File: src/rtl/reed_solomon_decoder_pkg.sv
// -----------------------------------------------------------------------------
// reed_solomon_decoder_pkg
// Shared GF(2^8) definitions for the Reed-Solomon decoder core.
//   RS_GF_POLY   : primitive polynomial x^8+x^4+x^3+x^2+1 (0x11D), alpha = 0x02
//   RS_N_DEFAULT : default codeword length in bytes
//   RS_T_DEFAULT : default number of correctable symbols
//   t_rs_symbol  : one GF(2^8) symbol
//   gf_xtime     : multiply a symbol by alpha
//   gf_mul_xpow  : multiply a symbol by alpha^k (k >= 0), by repeated xtime
//   gf_alpha_pow : alpha^e for any integer e, intended for elaboration time
// -----------------------------------------------------------------------------
package reed_solomon_decoder_pkg;

  localparam logic [8:0] RS_GF_POLY   = 9'h11D;
  localparam int         RS_N_DEFAULT = 255;
  localparam int         RS_T_DEFAULT = 16;

  typedef logic [7:0] t_rs_symbol;

  function automatic t_rs_symbol gf_xtime(input t_rs_symbol a);
    logic [8:0] w_shift;
    w_shift = {a, 1'b0};
    if (a[7]) w_shift = w_shift ^ RS_GF_POLY;
    return w_shift[7:0];
  endfunction

  function automatic t_rs_symbol gf_mul_xpow(input t_rs_symbol a, input int k);
    t_rs_symbol w_acc;
    w_acc = a;
    for (int n = 0; n < k; n++) w_acc = gf_xtime(w_acc);
    return w_acc;
  endfunction

  // The multiplicative group has order 255, so the exponent is reduced mod 255
  // (negative exponents wrap to their positive equivalent).
  function automatic t_rs_symbol gf_alpha_pow(input int e);
    int m;
    m = e % 255;
    if (m < 0) m = m + 255;
    return gf_mul_xpow(8'h01, m);
  endfunction

endpackage

File: src/rtl/reed_solomon_gf_mul_const.sv
// -----------------------------------------------------------------------------
// reed_solomon_gf_mul_const
// Combinational multiply of a GF(2^8) symbol by a constant fixed at
// elaboration. The constant's products with alpha^0..alpha^7 are computed at
// elaboration by repeated xtime; the product is then the XOR of those terms
// selected by the bits of the input symbol.
//   CONST_VAL : the constant multiplier
//   i_a       : input symbol
//   o_p       : i_a * CONST_VAL in GF(2^8)
// -----------------------------------------------------------------------------
module reed_solomon_gf_mul_const
  import reed_solomon_decoder_pkg::*;
#(
  parameter t_rs_symbol CONST_VAL = 8'h01
) (
  input  t_rs_symbol i_a,
  output t_rs_symbol o_p
);

  t_rs_symbol w_terms [8];

  for (genvar k = 0; k < 8; k++) begin : g_term
    localparam t_rs_symbol K_TERM = gf_mul_xpow(CONST_VAL, k);
    assign w_terms[k] = i_a[k] ? K_TERM : '0;
  end

  // NOTE: every signal written in always_comb gets a default first, so no
  // path leaves it unassigned and no latch is inferred.
  always_comb begin
    o_p = '0;
    for (int k = 0; k < 8; k++) o_p = o_p ^ w_terms[k];
  end

endmodule

File: src/rtl/reed_solomon_decoder_syndrome.sv
// -----------------------------------------------------------------------------
// reed_solomon_decoder_syndrome
// Syndrome stage of the RS decoder. Consumes the received codeword one byte
// per valid_in (first byte = highest-degree coefficient) and evaluates the
// 2*RS_T syndromes S_i = r(alpha^(FCR+i)) by Horner's rule. Completed sets are
// handed downstream through a single valid/ready output register.
//   clk, reset_n : clock, asynchronous active-low reset
//   flush        : synchronous clear of partial codeword and output slot
//   data_in      : received symbol, qualified by valid_in (no backpressure)
//   syn_out      : syndrome i at bits [8i+7:8i]
//   syn_valid    : syn_out holds an unconsumed result
//   syn_ready    : downstream accepts syn_out
//   no_error     : all syndromes zero, qualified by syn_valid
//   overflow     : sticky, a completed set was dropped because the slot was full
//   byte_cnt     : bytes received in the current codeword
// -----------------------------------------------------------------------------
module reed_solomon_decoder_syndrome
  import reed_solomon_decoder_pkg::*;
#(
  parameter int RS_N = RS_N_DEFAULT,
  parameter int RS_T = RS_T_DEFAULT,
  parameter int FCR  = 0
) (
  input  logic                      clk,
  input  logic                      reset_n,
  input  logic                      flush,
  input  logic [7:0]                data_in,
  input  logic                      valid_in,
  output logic [2*RS_T*8-1:0]       syn_out,
  output logic                      syn_valid,
  input  logic                      syn_ready,
  output logic                      no_error,
  output logic                      overflow,
  output logic [$clog2(RS_N)-1:0]   byte_cnt
);

  localparam int                NSYN     = 2 * RS_T;
  localparam int                CW       = $clog2(RS_N);
  localparam logic [CW-1:0]     LAST_CNT = CW'(RS_N - 1);

  logic [NSYN-1:0][7:0] r_acc;
  logic [NSYN-1:0][7:0] w_prod;
  logic [NSYN-1:0][7:0] w_next;
  logic [CW-1:0]        r_byte_cnt;
  logic [2*RS_T*8-1:0]  r_syn_out;
  logic                 r_syn_valid;
  logic                 r_no_error;
  logic                 r_overflow;
  logic                 w_last;
  logic                 w_all_zero;
  logic                 w_slot_free;

  // One Horner step per syndrome: next = acc * alpha^(FCR+i) ^ data_in.
  for (genvar i = 0; i < NSYN; i++) begin : g_syn
    reed_solomon_gf_mul_const #(
      .CONST_VAL (gf_alpha_pow(FCR + i))
    ) u_mul (
      .i_a (r_acc[i]),
      .o_p (w_prod[i])
    );
    assign w_next[i] = w_prod[i] ^ data_in;
  end

  assign w_last      = (r_byte_cnt == LAST_CNT);
  assign w_all_zero  = (w_next == '0);
  // The slot can take a new set if empty or being drained on this same edge.
  assign w_slot_free = !r_syn_valid || syn_ready;

  // Accumulators and byte counter.
  // NOTE: the accumulator array is reset explicitly: a reset released
  // mid-codeword must restart Horner's rule from zero, not from stale partials.
  // NOTE: sequential state uses non-blocking assignments so every register
  // samples pre-edge values and the block order does not matter.
  always_ff @(posedge clk or negedge reset_n) begin
    if (!reset_n) begin
      r_acc      <= '0;
      r_byte_cnt <= '0;
    end else if (flush) begin
      r_acc      <= '0;
      r_byte_cnt <= '0;
    end else if (valid_in) begin
      if (w_last) begin
        r_acc      <= '0;
        r_byte_cnt <= '0;
      end else begin
        r_acc      <= w_next;
        r_byte_cnt <= r_byte_cnt + 1'b1;
      end
    end
  end

  // Output slot: syn_out/no_error only load when a completed set is accepted,
  // so they are frozen whenever the slot is full and not being drained.
  always_ff @(posedge clk or negedge reset_n) begin
    if (!reset_n) begin
      r_syn_out   <= '0;
      r_syn_valid <= 1'b0;
      r_no_error  <= 1'b0;
      r_overflow  <= 1'b0;
    end else if (flush) begin
      r_syn_valid <= 1'b0;
      r_overflow  <= 1'b0;
    end else begin
      if (r_syn_valid && syn_ready) r_syn_valid <= 1'b0;
      if (valid_in && w_last) begin
        if (w_slot_free) begin
          r_syn_out   <= w_next;
          r_no_error  <= w_all_zero;
          r_syn_valid <= 1'b1;
        end else begin
          r_overflow  <= 1'b1;
        end
      end
    end
  end

  assign syn_out   = r_syn_out;
  assign syn_valid = r_syn_valid;
  assign no_error  = r_no_error;
  assign overflow  = r_overflow;
  assign byte_cnt  = r_byte_cnt;

endmodule
File: config.mk
export PLATFORM = sky130hd
export DESIGN_NAME = reed_solomon_decoder_syndrome
export DESIGN_NICKNAME = d
export VERILOG_FILES = /design/src/rtl/reed_solomon_decoder_pkg.sv /design/src/rtl/reed_solomon_gf_mul_const.sv /design/src/rtl/reed_solomon_decoder_syndrome.sv
export SDC_FILE = /design/constraint.sdc
export NUM_CORES = 1
export LEC_CHECK = 0
export BUFFER_PORTS_ARGS = -buffer_cell sky130_fd_sc_hd__buf_2
export CELL_PAD_IN_SITES_DETAIL_PLACEMENT = 1
export CELL_PAD_IN_SITES_GLOBAL_PLACEMENT = 2
export CORE_MARGIN = 2
export CORE_UTILIZATION = 38
export CTS_BUF_LIST = sky130_fd_sc_hd__clkbuf_4 sky130_fd_sc_hd__clkbuf_8
export CTS_CLUSTER_SIZE = 28
export DETAILED_ROUTE_END_ITERATION = 8
export PLACE_DENSITY_LB_ADDON = 0.1
export SLEW_MARGIN = 20
export SYNTH_ARGS = -nofsm -noshare
export SYNTH_HDL_FRONTEND = slang
export SYNTH_SLANG_ARGS = --single-unit
File: constraint.sdc
create_clock -name clk -period 3.1 [get_ports clk]
set_clock_uncertainty 0.15 [all_clocks]
set_input_delay 0.465 -clock clk [delete_from_list [all_inputs] [get_ports clk]]
set_output_delay 0.465 -clock clk [all_outputs]
set_load 0.005 [all_outputs]
==> run_results.csv <==
group,metric,value,unit
floorplan,fp.dieH,269,µm
layout,final_core_util,47.1,%
logic_synthesis,synth.distinct_cells,54,
logic_synthesis,syn_nets,2717,
worst_setup_path,rrSetupSlack,0.03,ns
clock_tree,numCtsBuffers,94,
job,drv_cap,0,
power_and_ir_drop,power.static_leakage,0.0157,µW
placement,io_buffers,279,
drt,firstDrtPassIters,5,
global_routing,antenna_found_initial,8,
logic_synthesis,async_flop_share,100,%
worst_setup_path,criticalPathCategory,"reg -> reg",
placement,placed_cells,3944,
logic_synthesis,synth_edf_count,0,
logic_synthesis,synth_flop_cell,"dfrtp_1",
global_routing,grt_pass1_wl,147,mm
logic_synthesis,syn_area,0.0268,mm²
logic_synthesis,ys_seq_area_share,48.9,%
placement,place_area,0.0306,mm²
worst_setup_path,worstPathArrival,3.55,ns
logic_synthesis,synthDominantCellAreaShare,48.9,%
logic_synthesis,ys_seq_elements,523,
logic_synthesis,netlist_top_cells_count,"nand2_1, dfrtp_1, xnor2_1",
sta,hold_viol,0,
layout,nets,3126,
global_routing,grt_max_degree,155,
placement,gp_congestion,0.900,
power_and_ir_drop,finalPower,34500,µW
clock_tree,cts_tree,"yes",
sta,min_period,3.07,ns
global_routing,grt_pass1_vias,22931,
drt,post-route-drc-count,0,
drt,routed_wl,96.7,mm
logic_synthesis,synthCells,2702,
outcome,outcome,"completed",
floorplan,boundaryPins,280,
placement,hpwl,70.1,mm
clock_tree,cts.clk_slew.worst_paths,0.07,ns
floorplan,chipWidth,269,µm
worst_setup_path,timing.rr.start,"r_acc[109]",
power_and_ir_drop,pwr_density_cell,1050,mW/mm²
floorplan,die_area,0.0726,mm²
floorplan,num_rows,97,
sta,setup_violations,0,
logic_synthesis,synthTopCellsByArea,"dfrtp_1, xnor2_1, nand2_1",
worst_setup_path,cpPeakStageDelay,0.45,ns
sta,max_freq,0.326,GHz
drt,drt_iter0_markers,1219,
logic_synthesis,yosys_warnings,0,
layout,drive_above_1_share,21.9,%
clock_tree,cts_root_buf,"clkbuf_8",
floorplan,core_area,0.0699,mm²
worst_setup_path,cp-startpoint,"r_acc[109]",
drt,ant_nets,0,
floorplan,start_util,38.3,%
logic_synthesis,synth_top_cell_by_area,"dfrtp_1",
worst_setup_path,end_kind,"flip-flop",
clock_tree,cts_sinks,523,
worst_setup_path,crit_slowest_cell,"xnor3_2",
logic_synthesis,syn_area_per_cell,9.91,µm²
drt,dr_total_vias,21428,
clock_tree,clk_latency,0.70,ns
drt,via_per_inst,5.20,
layout,finalInstanceArea,0.0329,mm²
worst_setup_path,worstSetupStartpointType,"flip-flop",
global_routing,grt_usage,26.6,%
sta,slew_viol_final,0,
worst_setup_path,crit_fanout,2,
drt,avgRoutedWirePerCell,23.5,µm
power_and_ir_drop,ir_drop,433,µV
worst_setup_path,cp.required,3.58,ns
worst_setup_path,worstPathCellList,"xnor3_2, xor2_4, nand4_1, buf_6, nor4_4, buf_4, nand4_1, nor4_4, a32o_1",
sta,relSlewSlack,31.0,%
logic_synthesis,yosysMostFrequentCell,"nand2_1",
layout,area_growth,22.9,%
sta,period_share,98.9,%
hold_path,hold_start,"data_in[4]",
sta,worst_slew_pin_slew,1.03,ns
hold_path,hp-class,"in -> reg",
clock_tree,cts_buffer_depth,3,
layout,final_cells,4121,
clock_tree,h-tree-depth,3,
global_routing,gr-total-overflow,0,
sta,hold_slack,0.110,ns
layout,fillers,7931,
[final timing paths]
path                       cells after the start           end
setup / recovery                               9      no_error
hold / removal                                 4      r_acc[4]
setup reg to reg                               9      no_error
hold reg to reg                                2  syn_out[165]
max in group asynchronous                      3  syn_out[104]
min in group asynchronous                      2  syn_out[222]
[repair_timing]
item / in CTS / in global routing
endpoints found under the hold margin: 62 / 0
endpoints found under the setup margin: 1 / 1
hold buffers: 3 / 0
pin swaps: 3 / 7
gates resized for setup: 17 / 9
cloned: 0 / 0
setup buffers: 0 / 8
[worst max-delay path, delay by kind of cell (launching register included)]
kind,cells,cell delay [ns]
AND/OR/NAND/NOR,4,1.12
flip-flops,1,0.42
buffers and inverters,2,0.44
AO/OA/AOI/OAI,1,0.21
XOR/XNOR,2,0.64
[routing by layer]
layer,vias to the layer above,routed length [µm],GRT usage (%)
met2,495,45000,42.5
met4,4,3110,8.76
met3,172,4820,5.04
met1,10973,43700,36.3
li1,9784,-,-
met5,-,21,0
[placed cells by master (no fill, tap or decap), types with 4 or more instances in the layout]
cell / synthesis / routed
o22ai_1: 4 / 4
xnor2_1: 456 / 448
and4_1: 6 / 6
clkbuf_8: 0 / 121
xnor2_4: 0 / 4
a21oi_1: 6 / 6
a31oi_1: 4 / 4
xnor2_2: 1 / 5
o21ai_0: 395 / 395
and3_1: 27 / 27
nor2_1: 65 / 63
clkbuf_4: 0 / 22
buf_12: 0 / 39
nand3_1: 12 / 12
nor4_1: 17 / 14
o31ai_1: 43 / 43
nor3_1: 12 / 12
nand2_1: 570 / 569
a22o_1: 64 / 64
mux2i_1: 7 / 7
nor3b_1: 4 / 4
buf_4: 13 / 180
nand4_1: 31 / 31
xnor3_1: 34 / 32
dfrtp_2: 0 / 4
clkinv_2: 0 / 14
buf_2: 58 / 278
nor4b_1: 7 / 7
and2_1: 10 / 9
nor2b_1: 4 / 4
or3_1: 6 / 5
xor2_1: 171 / 170
dfrtp_1: 523 / 519
[metrics by stage]
stage	setup slack [ns]	TNS [ns]
after global routing	-0.00349	-0.00349
after CTS	0.0216	0
after global placement	-0.674	-0.674
after detailed placement	-0.604	-0.604
after floorplan	0.707	0
final	0.0333	0
[power breakdown]
group	switching [µW]	internal, µW
Combinational	9880	7910
Clock	3100	4000
Sequential	1670	7910
[registers in the layout (all words and copies together) (netlist names)]
signal,count
r_acc,256
syn_out,256
byte_cnt,8
no_error,1
overflow,1
syn_valid,1
[logic make-up after synthesis]
family                   after synthesis  synth area share, %
XOR/XNOR                             664                 23.6
multiplexers                           8                0.304
adder cells (fa/ha/maj)                2               0.0934
AO/OA/AOI/OAI                        522                 11.2
flip-flops                           523                 48.9
buffers and inverters                193                 3.25
AND/OR/NAND/NOR                      790                 12.7
[area by class of cell]
class	count	area (µm²)	share of cell area [%]
clock buffers	143	1830	5.56
repair buffers	502	3580	10.9
multi-input cells	1986	13000	39.6
flip-flops and latches	523	13100	39.8
clock inverters	20	185	0.563
well taps	940	1180	3.57
diodes	3	7.51	0.0228
inverters	4	15.0	0.0456
No activity file was read; power rests on OpenSTA's default activity.
